===== config.mk =====
export PLATFORM = sky130hd
export DESIGN_NAME = fetch_unit
export DESIGN_NICKNAME = d
export VERILOG_FILES = /design/src/rtl/cpu_pkg.sv /design/src/rtl/fetch_unit.sv
export SDC_FILE = /design/constraint.sdc
export NUM_CORES = 1
export LEC_CHECK = 0
export CAP_MARGIN = 10
export CORE_ASPECT_RATIO = 2
export CORE_MARGIN = 10
export CORE_UTILIZATION = 50
export CTS_CLUSTER_DIAMETER = 60
export CTS_CLUSTER_SIZE = 8
export DETAILED_ROUTE_END_ITERATION = 10
export PLACE_DENSITY = 0.86
export REMOVE_ABC_BUFFERS = 1
export SETUP_SLACK_MARGIN = 0.4
export SLEW_MARGIN = 15
export SYNTH_ARGS = -nofsm -noshare
export SYNTH_HDL_FRONTEND = slang
export SYNTH_SLANG_ARGS = --single-unit

===== constraint.sdc =====
create_clock -name clk -period 3.1 [get_ports clk]
set_input_delay 0.93 -clock clk [delete_from_list [all_inputs] [get_ports clk]]
set_output_delay 0.93 -clock clk [all_outputs]
set_load 0.05 [all_outputs]

===== src/rtl/cpu_pkg.sv =====
// rtl/cpu_pkg.sv - shared processor constants and fetch state encoding
package cpu_pkg;

    localparam int PC_W      = 13;
    localparam int INSTR_W   = 16;
    localparam int MEM_DEPTH = 24;

    typedef enum logic [1:0] {
        FETCH_IDLE = 2'd0,
        FETCH_RUN  = 2'd1,
        FETCH_DONE = 2'd2
    } fetch_state_t;

endpackage


===== src/rtl/fetch_unit.sv =====
// rtl/fetch_unit.sv - instruction fetch front end: PC, output register, valid/ready to decode
module fetch_unit #(
    parameter int PC_W      = cpu_pkg::PC_W,
    parameter int INSTR_W   = cpu_pkg::INSTR_W,
    parameter int MEM_DEPTH = cpu_pkg::MEM_DEPTH
) (
    input  logic               clk,
    input  logic               rst,
    input  logic               start,
    output logic [PC_W-1:0]    pc,
    input  logic [INSTR_W-1:0] instruction,
    input  logic               redirect_valid,
    input  logic [PC_W-1:0]    redirect_target,
    output logic               out_valid,
    input  logic               out_ready,
    output logic [INSTR_W-1:0] out_instr,
    output logic [PC_W-1:0]    out_pc,
    output logic               done,
    output logic [15:0]        fetch_count
);
    import cpu_pkg::*;

    localparam logic [PC_W-1:0] END_PC = PC_W'(MEM_DEPTH);

    fetch_state_t    state;
    logic            transfer;
    logic            capture;
    logic [PC_W-1:0] pc_next;

    assign transfer = out_valid && out_ready;
    assign capture  = (state == FETCH_RUN) && (!out_valid || out_ready);
    assign pc_next  = pc + PC_W'(1);
    assign done     = (state == FETCH_DONE) && !out_valid;

    always_ff @(posedge clk or negedge rst) begin
        if (!rst) begin
            state       <= FETCH_IDLE;
            pc          <= '0;
            out_valid   <= 1'b0;
            out_instr   <= '0;
            out_pc      <= '0;
            fetch_count <= '0;
        end else begin
            if (transfer) begin
                fetch_count <= fetch_count + 16'd1;
            end

            // Redirect outranks capture; a transfer on the same edge is still counted above.
            if (state == FETCH_IDLE) begin
                if (start) begin
                    state <= FETCH_RUN;
                end
            end else if (redirect_valid) begin
                pc        <= redirect_target;
                out_valid <= 1'b0;
                state     <= (redirect_target < END_PC) ? FETCH_RUN : FETCH_DONE;
            end else if (capture) begin
                out_instr <= instruction;
                out_pc    <= pc;
                out_valid <= 1'b1;
                pc        <= pc_next;
                if (pc_next == END_PC) begin
                    state <= FETCH_DONE;
                end
            end else if (transfer) begin
                out_valid <= 1'b0;
            end
        end
    end

endmodule


Word-level counts from Yosys, hierarchy flattened
Cells that the tools add are included.

Divide/modulo/power cells: 0. Reductions and logical operators: 14. Shift operators: 0. Order comparisons: 1. Add/subtract/negate cells: 2. Mux-type cells: 11. $mul: 0. Bitwise logic cells: 2. Equality and inequality tests: 4.

Operator list (number): $mux W13 (2); $add A16 B1 Y16 const B (1); $add A13 B1 Y13 const B (1); $eq A13 B5 Y1 const B (1); $lt A13 B5 Y1 const B (1); $mux W2 (6); $reduce_bool A3 Y1 (3); $reduce_and A3 Y1 (2); $reduce_and A2 Y1 (2); $logic_and A1 B1 Y1 (3); $mux W1 (3); $eq A2 B1 Y1 const B (1); $eq A2 B2 Y1 const B (1); $logic_not A2 Y1 (1); $ne A2 B2 Y1 const B (1); $not A1 Y1 (2); $reduce_bool A2 Y1 (1); $logic_not A1 Y1 (1); $logic_or A1 B1 Y1 (1).

Output and inout port bits: 60. Register bits after elaboration: 61. Memories kept: 0. Bits in writable memories: 0. Bits in latches: 0. Input port bits: 34. ROM bits: 0. Word-level logic and storage cells: 40.

Logic depth before layout (Yosys ltp)
Depth in word-level cells: 6. Mapped depth: 7. Gate-level depth less buffers: 7.

Worst setup path after synthesis
Ideal clock, no wire load.

Path kind: reg2out. Start: register out_valid. End: output done. Data arrival time: 1.823 ns. Stages on the path, launching flop included: 2. Setup slack: 0.347 ns. Required time: 2.170 ns. Buffers on the path: 0. Path through: dfrtp_1 > nor3b_1.

Longest elaborated chain between the ends: 2.

Ends and longest elaborated chain: start, declared (RTL line fetch_unit.sv:14) `output logic out_valid,`; start signal, assigned (RTL line fetch_unit.sv:39) `out_valid <= 1'b0;`; start signal, assigned (RTL line fetch_unit.sv:55) `out_valid <= 1'b0;`; start signal, assigned (RTL line fetch_unit.sv:60) `out_valid <= 1'b1;`; $logic_not A1 Y1 (RTL line fetch_unit.sv:33) `assign done = (state == FETCH_DONE) && !out_valid;`; $logic_and A1 B1 Y1 (RTL line fetch_unit.sv:33); end, declared (RTL line fetch_unit.sv:18) `output logic done,`.

No other way between the ends.

Worst setup path after layout
Start: register pc[4]. End: output pc[4].

RTL lines: start, declared (RTL line fetch_unit.sv:10) `output logic [PC_W-1:0] pc,`; start signal, assigned (RTL line fetch_unit.sv:54) `pc <= redirect_target;`; start signal, assigned (RTL line fetch_unit.sv:61) `pc <= pc_next;`.

No word-level cell between the ends.

==> impl_metrics.env <==
export IMPL_synth_adder_area_share=0.0128
export IMPL_ys_warn_count=0
export IMPL_synthMuxAreaShare=0.129
export IMPL_gr_total_overflow=0
export IMPL_cts_root_buf="clkbuf_16"
export IMPL_criticalPathCategory="flop to output port"
export IMPL_max_stage_delay_ns=0.88
export IMPL_cts_sinks=61
export IMPL_grt_busiest_layer="met2"
export IMPL_netlist_area_leader_share=0.520
export IMPL_clock_path_buffers=2
export IMPL_hpwl_um=5740
export IMPL_synth_top_flop_cell="dfrtp_1"
export IMPL_setup_ws_ns=0.452
export IMPL_use_met2=0.295
export IMPL_final_cell_area_mm2=0.00421
export IMPL_syn_avg_cell_area_um2=11.2
export IMPL_track_usage=0.169
export IMPL_slew_headroom=0.504
export IMPL_ir_drop_uv=601
export IMPL_clock_fmax_ghz=0.378
export IMPL_fin_tns_setup_ns=0
export IMPL_crit_path_top_delay_cell="clkdlybuf4s50_1"
export IMPL_grt_max_degree=62
export IMPL_n_antenna_cell=0
export IMPL_tritoncts="done"
export IMPL_outcome="complete, no violations"
export IMPL_powerDensity_mw_per_mm2=659
export IMPL_setup_worst_path_end_class="output port"
export IMPL_cp_start_kind="flop"
export IMPL_post_drt_wl_per_cell_um=18.4
export IMPL_ys_seq_area_frac=0.520
export IMPL_synth_cell_type_count=51
export IMPL_async_reset_ff_frac=1.00
export IMPL_place_area_mm2=0.00388
export IMPL_clk_latency_ns=0.33
export IMPL_port_buffers=93
export IMPL_synth_largest_area_cell="dfrtp_1"
export IMPL_setup_viol=0
export IMPL_drc=0
export IMPL_pin_count=94
export IMPL_grt_setup_unrepaired="false"
export IMPL_pre_cts_slack_ns=0.256
export IMPL_die_h_um=128
export IMPL_grtUsageMet1=0.172
export IMPL_layout_commonest_cell="clkdlybuf4s50_1"
export IMPL_finalHoldViolCount=0
export IMPL_finalCriticalPeriod_ns=2.65
export IMPL_maxCapViolations=0
export IMPL_fp_row_count=39
export IMPL_arrival_ns=1.72
export IMPL_synth_top_family_by_area="simple AND/OR/NAND/NOR gates"
export IMPL_nets=390
export IMPL_die_area_mm2=0.00952
export IMPL_gp_congestion=0.890
export IMPL_synth_edff_count=0
export IMPL_layout_common_cells="clkdlybuf4s50_1, dfrtp_1, mux2_2"
export IMPL_antenna_found_initial=0
export IMPL_synth_compound_area_frac=0.107
export IMPL_synth_cells=261
export IMPL_critPathBufInv=1
export IMPL_cp_cell_sequence="clkdlybuf4s50_1"
export IMPL_hp_class="flop to flop"
export IMPL_fp_dieW_um=74.2
export IMPL_viasPerCell=5.74
export IMPL_num_vias=2405
export IMPL_synth_seq_cells=61
export IMPL_drive_gt1_frac=0.140
export IMPL_first_pass_iters=4
export IMPL_cts_setup_buffers=0
export IMPL_cts_made_buffers=9
export IMPL_ctsHoldBuffers=0
export IMPL_synthTopCellsByArea="dfrtp_1, mux2_2, mux2_1"
export IMPL_yosys_area_share_xor_xnor=0.0507
export IMPL_required_ns=2.17
export IMPL_start_util=0.514
export IMPL_final_antenna_net_count=0
export IMPL_cts_max_level=3
export IMPL_path_clk_slew_ns=0.05
export IMPL_drt_iter0_drc=99
export IMPL_crit_path_max_fanout=10
export IMPL_drt_total_wl_um=7720
export IMPL_synthSimpleGateAreaFrac=0.143
export IMPL_final_max_slew_viol_count=0
export IMPL_grt_pass1_vias=2518
export IMPL_tightestPinTransition_ns=0.744
export IMPL_p_leak_uw=0.00191
export IMPL_core_area_mm2=0.00571
export IMPL_crit_family="buffers and inverters"
export IMPL_grt_pass1_wl_um=12500
export IMPL_grt_util_met3=0.0523
export IMPL_synthToLayoutAreaGrowth_pct=43.3
export IMPL_finalClockSkew_ns=0.00405
export IMPL_fin_crit_sh=0.854
export IMPL_syn_area_mm2=0.00294
## worst register-to-register path: stages, from the launching register on
cell and delay [ns]:
dfrtp_1 0.49, ha_1 0.33, nand4_1 0.24, o31ai_1 0.33, o21ai_1 0.12, nor4_2 0.27
a31oi_1 0.17, nand2b_1 0.17
## synth_stat cells, types with 6 or more instances
| cell | count |
|---|---|
| o22ai_1 | 7 |
| xnor2_1 | 10 |
| o21ai_0 | 7 |
| a21oi_1 | 14 |
| xor2_1 | 7 |
| mux2_2 | 21 |
| dfrtp_1 | 61 |
| mux2_1 | 10 |
| nand3_1 | 11 |
| and3_1 | 6 |
| nor3_1 | 6 |
| nor2_1 | 17 |
| nand2_1 | 15 |
## per-layer routing
metal,vias to the layer above,part of all wire
li1,1135,-
met1,1174,0.35
met2,78,0.55
met3,18,0.058
met4,0,0.033
met5,-,0
## path summary, 6_finish.rpt
path,startpoint,end,slack (ns),cells after the start
setup / recovery,pc[4],pc[4],0.45,1
hold / removal,fetch_count[15],fetch_count[15],0.47,1
setup reg to reg,pc[0],state[0],0.87,7
hold reg to reg,fetch_count[15],fetch_count[15],0.47,1
max in group asynchronous,rst,state[1],1.85,2
min in group asynchronous,rst,out_instr[10],0.76,2
## cell type report
| cell class | instances | area (um^2) |
|---|---|---|
| Multi-Input combinational cell | 182 | 1310 |
| Fill cell | 430 | 1500 |
| Clock buffer | 11 | 233 |
| Timing Repair Buffer | 97 | 981 |
| Tap cell | 61 | 76.3 |
| Clock inverter | 5 | 75.1 |
| Inverter | 2 | 7.51 |
| Sequential cell | 61 | 1530 |
## power breakdown
group	switching, uW	internal, uW
clock network	326	698
logic	456	270
registers	154	869
total	936	1840
## stage by stage
stage	instances	power, uW	utilization	hold slack [ns]
detailed placement	403	1760	0.679	0.472
global placement	403	1750	0.679	0.461
global route	419	2900	0.737	0.498
CTS	419	2800	0.733	0.481
finish	419	2770	0.737	0.471
floorplan	245	1460	-	0.585
## state kept, by name, summed over array words and instances, names as in the netlist
| signal | cells |
|---|---|
| out_pc | 13 |
| pc | 13 |
| fetch_count | 16 |
| state | 2 |
| out_instr | 16 |
| out_valid | 1 |
## kinds of logic (layout without fill, tap and decap cells)
group                    after synthesis  in the layout
AND/OR/NAND/NOR                       78             78
flip-flops                            61             61
AO/OA/AOI/OAI                         50             50
multiplexers                          34             34
buffers and inverters                 18            115
XOR/XNOR                              17             17
adder cells (fa/ha/maj)                3              3
## timing repair
| item | CTS | global route |
|---|---|---|
| endpoints found under the hold margin | 0 | 0 |
| resized for setup | 2 | 7 |
| pin swaps | 0 | 0 |
| endpoints found under the setup margin | 2 | 8 |
Power figures use the tool's default switching activity.
